===== src/rtl/burst_capture_unit.sv =====
// burst_capture_unit: captures a programmable burst of transformed samples
// into a wrapping buffer that is read back through a registered port.
module burst_capture_unit #(
   parameter int W     = 4,
   parameter int DEPTH = 8,
   parameter int CNT_W = 8
) (
   input  logic                     clk,
   input  logic                     rst,
   input  logic                     start,
   input  logic [CNT_W-1:0]         len,
   input  logic [1:0]               mode,
   input  logic [W-1:0]             mask,
   input  logic [W-1:0]             din,
   input  logic                     din_valid,
   input  logic                     abort,
   input  logic                     clr,
   input  logic [$clog2(DEPTH)-1:0] rd_addr,
   output logic [W-1:0]             dout,
   output logic                     dout_valid,
   output logic [W-1:0]             rd_data,
   output logic                     busy,
   output logic                     done,
   output logic [CNT_W-1:0]         count,
   output logic                     overflow
);

   localparam int AW = $clog2(DEPTH);

   typedef enum logic [1:0] {
      S_IDLE    = 2'b00,
      S_CAPTURE = 2'b01,
      S_DONE    = 2'b10
   } state_t;

   state_t           state_q;
   state_t           state_d;
   logic [CNT_W-1:0] len_q;
   logic [1:0]       mode_q;
   logic [W-1:0]     mask_q;
   logic [AW-1:0]    wptr_q;
   logic [W-1:0]     mem_q [DEPTH];

   logic             accept;
   logic             start_ok;
   logic [W-1:0]     t_din;
   logic [CNT_W-1:0] count_inc;
   logic             last;

   function automatic logic [W-1:0] xform(
      input logic [1:0]   m,
      input logic [W-1:0] d,
      input logic [W-1:0] k
   );
      logic [W-1:0] r;
      r = d;
      case (m)
         2'b00: r = d;
         2'b01: r = ~d;
         2'b10: r = d ^ k;
         2'b11: begin
            for (int i = 0; i < W; i++) begin
               r[i] = d[W-1-i];
            end
         end
         default: r = d;
      endcase
      return r;
   endfunction

   assign accept    = (state_q == S_CAPTURE) && din_valid && !abort;
   assign start_ok  = (state_q == S_IDLE) && start;
   assign t_din     = xform(mode_q, din, mask_q);
   assign count_inc = (count == '1) ? count : count + 1'b1;
   assign last      = (count_inc == len_q);

   assign busy = (state_q == S_CAPTURE);
   assign done = (state_q == S_DONE);

   always_comb begin
      state_d = state_q;
      case (state_q)
         S_IDLE: begin
            if (start) begin
               state_d = (len == '0) ? S_DONE : S_CAPTURE;
            end
         end
         S_CAPTURE: begin
            if (abort) begin
               state_d = S_IDLE;
            end else if (din_valid && last) begin
               state_d = S_DONE;
            end
         end
         S_DONE: begin
            if (clr) begin
               state_d = S_IDLE;
            end
         end
         default: state_d = S_IDLE;
      endcase
   end

   always_ff @(posedge clk or posedge rst) begin
      if (rst) begin
         state_q <= S_IDLE;
      end else begin
         state_q <= state_d;
      end
   end

   always_ff @(posedge clk or posedge rst) begin
      if (rst) begin
         len_q      <= '0;
         mode_q     <= '0;
         mask_q     <= '0;
         wptr_q     <= '0;
         count      <= '0;
         overflow   <= 1'b0;
         dout       <= '0;
         dout_valid <= 1'b0;
      end else begin
         dout_valid <= accept;
         if (start_ok) begin
            len_q    <= len;
            mode_q   <= mode;
            mask_q   <= mask;
            wptr_q   <= '0;
            count    <= '0;
            overflow <= 1'b0;
         end else if (accept) begin
            dout   <= t_din;
            wptr_q <= wptr_q + 1'b1;
            count  <= count_inc;
            // the sample taking count past DEPTH has overwritten entry 0
            if (32'(count) == DEPTH) begin
               overflow <= 1'b1;
            end
         end
      end
   end

   always_ff @(posedge clk or posedge rst) begin
      if (rst) begin
         for (int i = 0; i < DEPTH; i++) begin
            mem_q[i] <= '0;
         end
         rd_data <= '0;
      end else begin
         rd_data <= mem_q[rd_addr];
         if (accept) begin
            mem_q[wptr_q] <= t_din;
         end
      end
   end

endmodule


===== config.mk =====
export PLATFORM = sky130hd
export DESIGN_NAME = burst_capture_unit
export DESIGN_NICKNAME = d
export VERILOG_FILES = /design/src/rtl/burst_capture_unit.sv
export SDC_FILE = /design/constraint.sdc
export NUM_CORES = 1
export LEC_CHECK = 0
export BUFFER_PORTS_ARGS = -buffer_cell sky130_fd_sc_hd__buf_2
export CAP_MARGIN = 40
export CELL_PAD_IN_SITES_DETAIL_PLACEMENT = 1
export CELL_PAD_IN_SITES_GLOBAL_PLACEMENT = 1
export CORE_UTILIZATION = 49
export CTS_CLUSTER_SIZE = 8
export DETAILED_ROUTE_END_ITERATION = 10
export GPL_TIMING_DRIVEN = 1
export PLACE_DENSITY_LB_ADDON = 0.1
export SKIP_LAST_GASP = 1
export SLEW_MARGIN = 20
export SYNTH_ARGS = -nofsm -noshare
export SYNTH_HDL_FRONTEND = slang
export SYNTH_SLANG_ARGS = --single-unit

===== constraint.sdc =====
create_clock -name clk -period 3.6 [get_ports clk]
set_clock_uncertainty 0.2 [all_clocks]
set_input_delay 0.18 -clock clk [delete_from_list [all_inputs] [get_ports clk]]
set_output_delay 0.18 -clock clk [all_outputs]
set_load 0.02 [all_outputs]

* After elaboration in Yosys (flattened, before gate mapping) *
Index checks and enable logic that the tools add are counted.

word-level totals
  input port bits = 27
  word-level logic and storage cells = 74
  flip-flop bits (word level) = 69

cells by class
  $add $sub $neg = 2
  eq/ne operators = 11
  bitwise operators = 5
  order comparisons = 3
  mux-type cells = 21
  reduce and logical (&&, ||, !) cells = 14

operators by type and width
  operator             number
  $bwmux 32            1
  $mux 8               3
  $pmux 4 s4           1
  $bmux 4 s3           1
  $demux 4 s3          1
  $mux 4               3
  $mux 2               5
  $add 8x1->8 const B  1
  $eq 8x4->1 const B   1
  $eq 8x8->1           1
  $eq 8x8->1 const B   1
  $ge 4x4->1 const B   2
  $logic_not 8->1      1
  $not 3->4            2
  $eq 2x2->1 const B   3
  $mux 3               2
  $pmux 2 s3           1
  $logic_and 1x1->1    5
  $eq 2x1->1 const B   2
  $logic_not 2->1      2
  $lt 4x1->1 const B   1
  $ne 2x2->1 const B   2
  $not 4->4            1
  $reduce_and 2->1     2
  other kinds (8)      11

* Longest topological paths before layout *
Gate-level depths: netlist of the first run.

  depth after elaboration = 7
  depth in mapped cells = 8

* Worst setup path after synthesis of the first run *
OpenSTA, ideal clock, no wires.

  kind = register to register
  start = register count[0]
  end = register state_q[1]
  period minus slack after synthesis = 2.407 ns
  setup time = 0.066 ns
  path slack = 1.193 ns
  cell stages (with the launch flop) = 7
  data required time = 3.334 ns
  arrival time = 2.141 ns
  cell sequence = dfrtp_1 ha_1 nand3_1 a32o_1 or4_4 nor4_2 a22o_1

between the ends
  cells in the longest elaborated chain, start to end = 6

ends and longest elaborated chain
  item                                       line  source
  start: declaration                         24    output logic [CNT_W-1:0] count,
  start signal: assignment                   134   count <= count_inc;
  $add 8x1->8 or $eq 8x8->1 (tied branches)  74    assign count_inc = (count == '1) ? count : count + 1'b1;
  $mux 8 (*)                                 74
  $eq 8x8->1 (*)                             75    assign last = (count_inc == len_q);
  $logic_and 1x1->1 (*)                      91    end else if (din_valid && last) begin
  $ne 3x2->1 (no source line) (*)            --
  $reduce_and 3->1 (no source line) (*)      --
  end signal: assignment                     108   state_q <= state_d;
  end: declaration                           36    state_t state_q;

Every way passes the cells marked *; elsewhere a longest branch is shown, timed or not.
A chain may end at the register's enable or synchronous reset.

* Worst setup path in the final report of the first run *
  start = register count[0]
  end = register state_q[0]

Same word-level chain as after synthesis.

==> out/summary.txt, run 1 <==
Result of the run - completed
Maximum number of pins on one net before global-route repair - 37
Port-buffer cells - 46
GRT Residual Overflow - 0
Combined global-route utilization of all metal layers - 27.7%
Worst-Margin Slew - 0.737 ns
Mapped Nets - 365
Count of final setup violators - 0
Ant diodes - 0
Worst Setup Start Kind - flip-flop
Maximum clock rate - 0.296 GHz
Data required time of the critical path - 3.62 ns
Reported leakage power - 2.08 nW
Detailed placer's ending HPWL - 6.39 mm
Capture point of the worst reg-to-reg path - state_q[0]
Weighted congestion reported at the end of routability-driven placement - 0.910
Internal reg-to-reg setup slack - 0.22 ns
Critical R2R Launch - count[0]
Total clock buffers created by CTS - 9
Pwr Density - 573 mW/mm2
Initial core utilization - 52.1%
Setup TNS - 0 ns
Synth warnings - 0
Mean instance size in the synthesized netlist - 10.8 um2
Wire length of the first global-routing pass - 15.8 mm
FFs w/ async S/R, synth - 100%
Setup crit end kind - flip-flop
First-pass detailed-route iteration total - 4
Boundary Pins - 47
Final worst-path cycle share - 93.8%
Number of enable flip-flop cells after synthesis - 0
# clock sinks - 69
Avg WL per Cell - 19.6 um
Growth of design area from synthesis to finish - 20.8%
Clock transition at the registers of the reported paths - 0.08 ns
Count of vias placed by the detailed router - 2857
Final antenna-violating net count - 0
Routed via count divided by cell count - 5.71
Overall die area - 0.00773 mm2
Synthesis-stage register bit count - 69
Part of the Yosys area used for sequential elements - 47.8%
DRT iter0 DRCs - 145
RSZ-0062 raised after global routing - false
Vias in the first global route - 3045
Sum of internal, switching and leakage power - 0.00250 W
Worst-skew pair later-pin latency - 0.34 ns
Number of remaining DRC errors - 0
X dimension of the die - 87.9 um
Area of the core - 0.00694 mm2
Row cnt - 30
Number of nets in the layout - 429
Reg2reg path depth - 7
Max-slew headroom at the worst pin - 50.4%
Top fanout value on the critical path - 11
Most used DFF post-synth - sky130_fd_sc_hd__dfrtp_1
Clock period minus worst slack - 3.38 ns
Arrival time reported for the critical path endpoint - 3.40 ns
Clock tree from TritonCTS - done
Initial antenna violation count - 0
Share of post-route cells with drive strength above 1 - 30.9%
Critical setup path kind - reg2reg
Post-CTS Setup Inserts - 0
Maximum buffer depth of the clock tree - 2
Cell area after synthesis - 0.00362 mm2
Hold WC Path Type - in2async
Slew Limit Fails - 0
Largest vdd supply drop - 0.325 mV
Number of hold-slack violations in the final timing report - 0
Chip height - 87.9 um
H-tree Lvls - 3
Mapped Cells - 335
Max-capacitance violation count - 0
Number of distinct library cells after synthesis - 52
Aggregate routed wire length - 9.81 mm
Clk Tree Root Cell - sky130_fd_sc_hd__clkbuf_8
## kinds of logic after synthesis
| group | share of synthesized area [%] |
|---|---|
| simple gates | 17.8 |
| flops | 47.8 |
| buf+inv | 4.12 |
| mux | 19.0 |
| compound gates | 7.41 |
| fa+ha+maj | 1.04 |
| xor+xnor | 2.91 |
## area by class of cell
type,count,area (um2)
fillers,756,2570
multi-input cells,238,1740
flip-flops and latches,69,1730
repair buffers,72,478
clock inverters,7,146
clock buffers,9,124
well taps,96,120
inverters,9,33.8
## worst max-delay path by stage
| stage | start | end | slack [ns] | depth (start not counted) |
|---|---|---|---|---|
| finish | count[0] | state_q[0] | 0.22 | 7 |
| global route | count[0] | state_q[0] | 0.07 | 7 |
| CTS | count[0] | state_q[0] | 0.32 | 7 |
| detailed placement | count[0] | state_q[1] | 0.86 | 6 |
| global placement | count[0] | state_q[1] | 0.96 | 6 |
| floorplan | count[0] | state_q[1] | 1.19 | 6 |
## state kept, by name (all words and copies together) (netlist names)
register / cells
dout: 4
len_q: 8
dout_valid: 1
state_q: 2
mask_q: 4
wptr_q: 3
mode_q: 2
overflow: 1
count: 8
mem_q: 32
rd_data: 4
## per-layer routing
layer / vias to the layer above / global-route usage, % / share of wire, %
li1: 1330 / - / -
met1: 1434 / 36.8 / 44
met2: 79 / 46.7 / 51
met3: 14 / 4.81 / 4.1
met4: 0 / 7.90 / 1.3
met5: - / 0 / 0
## power by group
| part | total [W] | switching (W) | internal (W) |
|---|---|---|---|
| Combinational | 0.000598 | 0.000329 | 0.000269 |
| Clock | 0.000850 | 0.000315 | 0.000535 |
| Sequential | 0.00106 | 0.000133 | 0.000923 |
## cell usage in the layout, fill, tap and decap left out, types with 2 or more instances in the layout
cell type / instances
sky130_fd_sc_hd__a21oi_1: 8
sky130_fd_sc_hd__a311oi_1: 2
sky130_fd_sc_hd__a31oi_1: 5
sky130_fd_sc_hd__a32o_1: 2
sky130_fd_sc_hd__and3_1: 2
sky130_fd_sc_hd__buf_2: 46
sky130_fd_sc_hd__buf_4: 4
sky130_fd_sc_hd__bufinv_16: 4
sky130_fd_sc_hd__clkbuf_2: 2
sky130_fd_sc_hd__clkbuf_8: 9
sky130_fd_sc_hd__clkinv_4: 2
sky130_fd_sc_hd__dfrtp_1: 69
sky130_fd_sc_hd__dlygate4sd3_1: 18
sky130_fd_sc_hd__ha_1: 3
sky130_fd_sc_hd__inv_1: 7
sky130_fd_sc_hd__mux2_2: 36
sky130_fd_sc_hd__mux2i_1: 10
sky130_fd_sc_hd__mux4_2: 8
sky130_fd_sc_hd__nand2_1: 70
sky130_fd_sc_hd__nand3_1: 9
sky130_fd_sc_hd__nand4_1: 4
sky130_fd_sc_hd__nand4b_1: 2
sky130_fd_sc_hd__nor2_1: 11
sky130_fd_sc_hd__nor3_1: 3
sky130_fd_sc_hd__nor3b_1: 2
sky130_fd_sc_hd__nor4_1: 7
sky130_fd_sc_hd__nor4b_2: 2
sky130_fd_sc_hd__o21ai_0: 13
sky130_fd_sc_hd__o41ai_1: 2
sky130_fd_sc_hd__or3_1: 6
sky130_fd_sc_hd__xnor2_1: 5
sky130_fd_sc_hd__xor2_1: 7
## metrics by stage
step                      std cells  cell area [um2]  worst slack, ns  utilization, %  hold WS, ns
after floorplan                 335             3620             1.19               -       0.0771
after global placement          462             3880            0.956            55.9        0.154
after detailed placement        462             3880            0.865            55.9        0.156
after CTS                       496             4330            0.322            62.4       0.0523
after global routing            500             4370           0.0698            62.9       0.0550
final                           500             4370            0.223            62.9       0.0462
## worst max-delay path: stages (launching register included)
cell and delay, ns:
sky130_fd_sc_hd__dfrtp_1 0.51, sky130_fd_sc_hd__ha_1 0.43, sky130_fd_sc_hd__nand3_1 0.23, sky130_fd_sc_hd__a32o_1 0.33, sky130_fd_sc_hd__or4_4 0.53, sky130_fd_sc_hd__nor4_2 0.34
sky130_fd_sc_hd__o41ai_1 0.12, sky130_fd_sc_hd__dlygate4sd3_1 0.58
## synthesized netlist by cell type, drive strengths merged, types with 3 or more instances
master / instances / share of area, %
ha: 3 / 1.0
and3: 3 / 0.66
inv: 8 / 0.83
a31oi: 5 / 0.87
o21ai: 13 / 1.8
mux2i: 10 / 2.8
nand2: 70 / 7.3
nor3: 3 / 0.42
xnor2: 5 / 1.2
nor4: 8 / 1.6
buf: 5 / 0.87
a21oi: 8 / 1.1
mux4: 8 / 5.0
nand3: 10 / 1.7
mux2: 36 / 11
xor2: 7 / 1.7
nor2: 11 / 1.1
nand4: 4 / 0.69
dfrtp: 69 / 48
clkbuf: 14 / 2.3
or3: 6 / 1.0
## repair_timing
item | CTS | global route
hold endpoints to repair | 54 | 0
hold buffers | 18 | 0
resized for setup | 0 | 0
Power figures use the tool's default switching activity.
==> run 2, diff against run 1 <==
- REMOVE_ABC_BUFFERS: not set -> 1
==> out/summary.txt, run 2 (synthesis results as in run 1) <==
Result of the run - completed
Reported leakage power - 2.05 nW (-1.3%)
Number of hold-slack violations in the final timing report - 0 (unchanged)
Top fanout value on the critical path - 11 (unchanged)
Worst-skew pair later-pin latency - 0.36 ns (+0.02 ns)
First-pass detailed-route iteration total - 4 (unchanged)
Avg WL per Cell - 20.2 um (+3.0%)
Maximum number of pins on one net before global-route repair - 54 (+46%)
Hold WC Path Type - in2reg
Boundary Pins - 47 (unchanged)
Most frequent standard cell in the layout excluding fill and tap cells - sky130_fd_sc_hd__nand2_1
Largest registers - mem_q x32, count x8, len_q x8
Initial core utilization - 52.1% (unchanged)
Critical setup path kind - reg2reg
# clock sinks - 69 (unchanged)
Maximum buffer depth of the clock tree - 2 (unchanged)
DRT iter0 DRCs - 138 (-4.8%)
Routed via count divided by cell count - 5.85 (+2.4%)
Flip-flop count of the largest register, all copies and words added - 32 (unchanged)
Weighted congestion reported at the end of routability-driven placement - 0.987 (+8.5%)
Setup crit end kind - flip-flop
GRT Residual Overflow - 0 (unchanged)
Overall die area - 0.00773 mm2 (unchanged)
Count of vias placed by the detailed router - 2925 (+2.4%)
Slew Limit Fails - 0 (unchanged)
Count of final setup violators - 0 (unchanged)
Arrival time reported for the critical path endpoint - 3.38 ns (-0.02 ns)
Sum of internal, switching and leakage power - 0.00241 W (-3.9%)
Clk Tree Root Cell - sky130_fd_sc_hd__clkbuf_8
Pwr Density - 557 mW/mm2 (-2.8%)
Growth of design area from synthesis to finish - 19.4%
Port-buffer cells - 46 (unchanged)
Commonest cells after routing, fill and taps aside - 70 x sky130_fd_sc_hd__nand2_1, 69 x sky130_fd_sc_hd__dfrtp_1, 47 x sky130_fd_sc_hd__buf_2, 36 x sky130_fd_sc_hd__mux2_2, 18 x sky130_fd_sc_hd__dlygate4sd3_1
Worst Setup Start Kind - flip-flop
Setup TNS - 0 ns (unchanged)
X dimension of the die - 87.9 um (unchanged)
Largest vdd supply drop - 0.349 mV (+7.2%)
Number of nets in the layout - 428 (-0.23%)
Number of remaining DRC errors - 0 (unchanged)
Maximum clock rate - 0.300 GHz (+1.2%)
Worst hold margin - 0.0314 ns (-0.0147 ns)
Max-capacitance violation count - 0 (unchanged)
Worst-Margin Slew - 0.886 ns (+0.149 ns)
Clock period minus worst slack - 3.34 ns (-0.0391 ns)
Share of post-route cells with drive strength above 1 - 30.8% (-0.17 points)
Final antenna-violating net count - 0 (unchanged)
H-tree Lvls - 3 (unchanged)
Wire length of the first global-routing pass - 16.3 mm (+3.3%)
RSZ-0062 raised after global routing - false
Data required time of the critical path - 3.64 ns (+0.02 ns)
Aggregate routed wire length - 10.1 mm (+3.0%)
Layout Cells excl Fill - 500 (unchanged)
Area of the core - 0.00694 mm2 (unchanged)
Final worst-path cycle share - 92.7% (-1.1 points)
Detailed placer's ending HPWL - 6.46 mm (+1.1%)
Register name with the most flops - mem_q
Combined global-route utilization of all metal layers - 28.9% (+1.3 points)
Max-slew headroom at the worst pin - 40.4% (-10 points)
Total clock buffers created by CTS - 9 (unchanged)
Number of placed instances, taps included - 463 (+0.22%)
Chip height - 87.9 um (unchanged)
Initial antenna violation count - 1 (+1)
Clock tree from TritonCTS - done
Vias in the first global route - 3100 (+1.8%)
Clock transition at the registers of the reported paths - 0.07 ns (about the same)
Row cnt - 30 (unchanged)
## run 2: cell count changes in the layout (fill, tap and decap cells not counted)
cell	change
sky130_fd_sc_hd__diode_2	+1
sky130_fd_sc_hd__clkinv_4	-2
sky130_fd_sc_hd__buf_2	+1
sky130_fd_sc_hd__clkinv_2	+1
sky130_fd_sc_hd__clkbuf_2	-2
sky130_fd_sc_hd__buf_4	+1
sky130_fd_sc_hd__clkbuf_8	+2
sky130_fd_sc_hd__clkinvlp_4	+1
sky130_fd_sc_hd__buf_12	-1
sky130_fd_sc_hd__bufinv_16	-2
## run 2: final timing paths
kind | end | slack (ns) | from | cells past startpoint
min in group asynchronous | mask_q[1] | 0.16 | rst | 3
max in group asynchronous | mem_q[24] | 2.05 | rst | 4
max reg2reg | state_q[0] | 0.26 | count[0] | 7
min reg2reg | dout[0] | 0.29 | dout[0] | 2
max | state_q[0] | 0.26 | count[0] | 7
min | state_q[1] | 0.03 | clr | 3
## run 2: layer usage
metal / GRT usage [%] / share of wire, %
met1: 38.8 / 44
met2: 45.9 / 49
met3: 6.97 / 5.2
met4: 10.6 / 1.9
met5: 0 / 0
## run 2: area by class of cell
class	count	area, um2
tap	96	120
timing repair buffer	71	460
clock inverter	5	81.3
sequential	69	1730
inverter	9	33.8
fill	756	2630
clock buffer	11	151
antenna	1	2.50
multi-input combinational	238	1740
## run 2: power breakdown
group | internal (W) | switching (W) | leakage [nW]
clock | 0.000429 | 0.000308 | 0.116
sequential | 0.000923 | 0.000136 | 0.914
combinational | 0.000269 | 0.000340 | 1.02
## run 2: critical path: stages, from the launching register on
cell and delay (ns):
sky130_fd_sc_hd__dfrtp_1 0.48, sky130_fd_sc_hd__ha_1 0.45, sky130_fd_sc_hd__nand3_1 0.26, sky130_fd_sc_hd__a32o_1 0.34, sky130_fd_sc_hd__or4_4 0.53, sky130_fd_sc_hd__nor4_2 0.32, sky130_fd_sc_hd__o41ai_1 0.09, sky130_fd_sc_hd__dlygate4sd3_1 0.55
## run 2: metrics by stage
step / utilization, % / instance area, um2 / worst slack (ns)
2_1_floorplan: - / 3500 / 1.01
3_3_place_gp: 55.9 / 3880 / 0.976
3_5_place_dp: 56.0 / 3890 / 0.844
4_1_cts: 61.9 / 4300 / 0.314
5_1_grt: 62.1 / 4310 / 0.0801
6_report: 62.2 / 4320 / 0.262
## run 2: what timing repair did
action | 4_1_cts | 5_1_grt
setup buffers | 0 | 0
resized for setup | 0 | 0
hold buffers | 18 | 0
endpoints found under the hold margin | 36 | 0
==> run 3, diff against run 2 <==
- CORE_ASPECT_RATIO: not set -> 0.9
==> out/summary.txt, run 3 (synthesis results as in run 1) <==
Area of the core - 0.00711 mm2 (+2.4%)
Chip height - 83.5 um (-5.0%)
Clock network fraction of total power - 28.6% (-2.0 points)
Area of the multi-input gates - 0.00174 mm2 (unchanged)
Flip-flop count of the largest register, all copies and words added - 32 (unchanged)
Clock transition at the registers of the reported paths - 0.07 ns (about the same)
Setup crit end kind - flip-flop
H-tree Lvls - 3 (unchanged)
Number of nets in the layout - 430 (+0.47%)
Max-capacitance violation count - 0 (unchanged)
Setup slack of the critical path after layout - 0.251 ns (-0.0112 ns)
Overall die area - 0.00773 mm2 (about the same)
Avg WL per Cell - 18.6 um (-8.1%)
Routed via count divided by cell count - 5.73 (-2.1%)
Clk Tree Root Cell - sky130_fd_sc_hd__clkbuf_8
Row cnt - 29 (-3.3%)
Commonest cells after routing, fill and taps aside - 70 x sky130_fd_sc_hd__nand2_1, 69 x sky130_fd_sc_hd__dfrtp_1, 46 x sky130_fd_sc_hd__buf_2, 36 x sky130_fd_sc_hd__mux2_2, 18 x sky130_fd_sc_hd__dlygate4sd3_1
Initial core utilization - 50.8% (-1.2 points)
Layout Cells excl Fill - 498 (-0.40%)
Clock period minus worst slack - 3.35 ns (+0.0112 ns)
Most frequent standard cell in the layout excluding fill and tap cells - sky130_fd_sc_hd__nand2_1
Port-buffer cells - 46 (unchanged)
Register name with the most flops - mem_q
Clock tree from TritonCTS - done
Cell-internal power - 0.00157 W (-3.3%)
Boundary Pins - 47 (unchanged)
Data required time of the critical path - 3.62 ns (-0.02 ns)
Aggregate routed wire length - 9.25 mm (-8.5%)
Max-slew headroom at the worst pin - 47.3% (+6.9 points)
Largest vdd supply drop - 0.341 mV (-2.3%)
Setup slack at placement - 0.863 ns (+0.0190 ns)
Arrival time reported for the critical path endpoint - 3.37 ns (about the same)
Layout fillers - 779 (+3.0%)
Sequential Power Share - 45.7% (+1.7 points)
Number of hold-slack violations in the final timing report - 0 (unchanged)
PostCTS Resize Cnt - 0 (unchanged)
Critical setup path kind - reg2reg
Sw Ratio - 32.0% (-0.60 points)
Vias in the first global route - 2924 (-5.7%)
# clock sinks - 69 (unchanged)
Top fanout value on the critical path - 11 (unchanged)
Design Area, Final - 0.00432 mm2 (about the same)
DRT iter0 DRCs - 243 (+76%)
Combinational share of power - 25.6% (+0.3 points)
Hold WC Path Type - in2reg
Final antenna-violating net count - 0 (unchanged)
Worst-skew pair later-pin latency - 0.34 ns (-0.02 ns)
Count of vias placed by the detailed router - 2853 (-2.5%)
Share of post-route cells with drive strength above 1 - 30.9% (+0.095 points)
Total clock buffers created by CTS - 9 (unchanged)
Result of the run - completed
Maximum clock rate - 0.299 GHz (-0.34%)
Wire length of the first global-routing pass - 15.5 mm (-5.2%)
Ant diodes - 0 (-1)
Worst Setup Start Kind - flip-flop
Initial antenna violation count - 0 (-1)
Worst-Margin Slew - 0.791 ns (-0.0953 ns)
X dimension of the die - 92.6 um (+5.3%)
Setup TNS - 0 ns (unchanged)
Sum of internal, switching and leakage power - 0.00231 W (-4.1%)
Maximum buffer depth of the clock tree - 2 (unchanged)
Number of remaining DRC errors - 0 (unchanged)
Final worst-path cycle share - 93.0% (+0.31 points)
Reported leakage power - 2.06 nW (+0.30%)
Maximum number of pins on one net before global-route repair - 28 (-48%)
GRT Residual Overflow - 0 (unchanged)
Weighted congestion reported at the end of routability-driven placement - 0.862 (-13%)
Post-CTS Setup Inserts - 0 (unchanged)
Count of final setup violators - 0 (unchanged)
First-pass detailed-route iteration total - 4 (unchanged)
Detailed placer's ending HPWL - 6.48 mm (+0.31%)
Growth of design area from synthesis to finish - 19.4% (about the same)
Post-Place Cell Area - 0.00391 mm2 (+0.61%)
Number of placed instances, taps included - 462 (-0.22%)
Area used by sequential logic in the layout - 0.00173 mm2 (unchanged)
RSZ-0062 raised after global routing - false
Switching Power - 0.000738 W (-5.9%)
Largest registers - mem_q x32, count x8, len_q x8
Slew Limit Fails - 0 (unchanged)
Combined global-route utilization of all metal layers - 26.4% (-2.6 points)
Pwr Density - 534 mW/mm2 (-4.2%)
run 3: changes by cell type in the layout (fill, tap and decap cells not counted):
cell	delta
sky130_fd_sc_hd__buf_4	+1
sky130_fd_sc_hd__inv_6	-1
sky130_fd_sc_hd__buf_2	-1
sky130_fd_sc_hd__clkbuf_8	+1
sky130_fd_sc_hd__clkbuf_1	+1
sky130_fd_sc_hd__diode_2	-1
sky130_fd_sc_hd__buf_12	+1
sky130_fd_sc_hd__clkbuf_4	+1
sky130_fd_sc_hd__bufinv_16	-1
run 3: worst max-delay path: stages, from the launching register on:
cell and delay (ns):
sky130_fd_sc_hd__dfrtp_1 0.50, sky130_fd_sc_hd__ha_1 0.47, sky130_fd_sc_hd__nand3_1 0.23, sky130_fd_sc_hd__a32o_1 0.32, sky130_fd_sc_hd__or4_4 0.53, sky130_fd_sc_hd__nor4_2 0.34, sky130_fd_sc_hd__o41ai_1 0.10, sky130_fd_sc_hd__dlygate4sd3_1 0.55
run 3: layer usage:
| layer | track usage (%) | vias to the layer above | routed length, um |
|---|---|---|---|
| li1 | - | 1329 | - |
| met1 | 38.1 | 1431 | 4350 |
| met2 | 41.0 | 81 | 4410 |
| met3 | 4.10 | 12 | 358 |
| met4 | 8.38 | 0 | 122 |
| met5 | 0 | - | 0 |
run 3: power groups by stage:
stage	Clock (W)	Combinational, W	Sequential, W
6_report	0.000661	0.000591	0.00105
5_1_grt	0.000702	0.000645	0.00108
4_1_cts	0.000678	0.000582	0.00105
3_5_place_dp	0	0.000561	0.00107
3_3_place_gp	0	0.000535	0.00105
2_1_floorplan	0	0.000338	0.00107
run 3: per-stage QoR:
step	hold slack (ns)	util [%]
3_5_place_dp	-0.0590	55.0
4_1_cts	0.0192	60.5
5_1_grt	0.0416	60.7
2_1_floorplan	0.0771	-
3_3_place_gp	0.172	54.7
6_report	0.0404	60.7
run 3: final timing paths:
| check | to | depth (start not counted) | slack, ns | startpoint |
|---|---|---|---|---|
| worst max-delay path | state_q[0] | 7 | 0.25 | count[0] |
| min in group asynchronous | mode_q[0] | 3 | 0.12 | rst |
| max in group asynchronous | mem_q[3] | 5 | 2.33 | rst |
| worst max register to register | state_q[0] | 7 | 0.25 | count[0] |
| worst min register to register | dout[0] | 2 | 0.28 | dout[0] |
| worst min-delay path | state_q[1] | 3 | 0.04 | clr |
run 3: timing repair:
action                                  CTS  global route
hold buffers                             18             0
endpoints found under the setup margin    0             0
hold endpoints to repair                 56             0
run 3: cell type report:
| type | count | share of cell area [%] |
|---|---|---|
| tap | 93 | 2.69 |
| inverter | 9 | 0.782 |
| clock buffer | 13 | 3.91 |
| timing repair buffer | 73 | 11.4 |
| sequential | 69 | 40.0 |
| multi-input combinational | 238 | 40.3 |
| clock inverter | 3 | 0.985 |
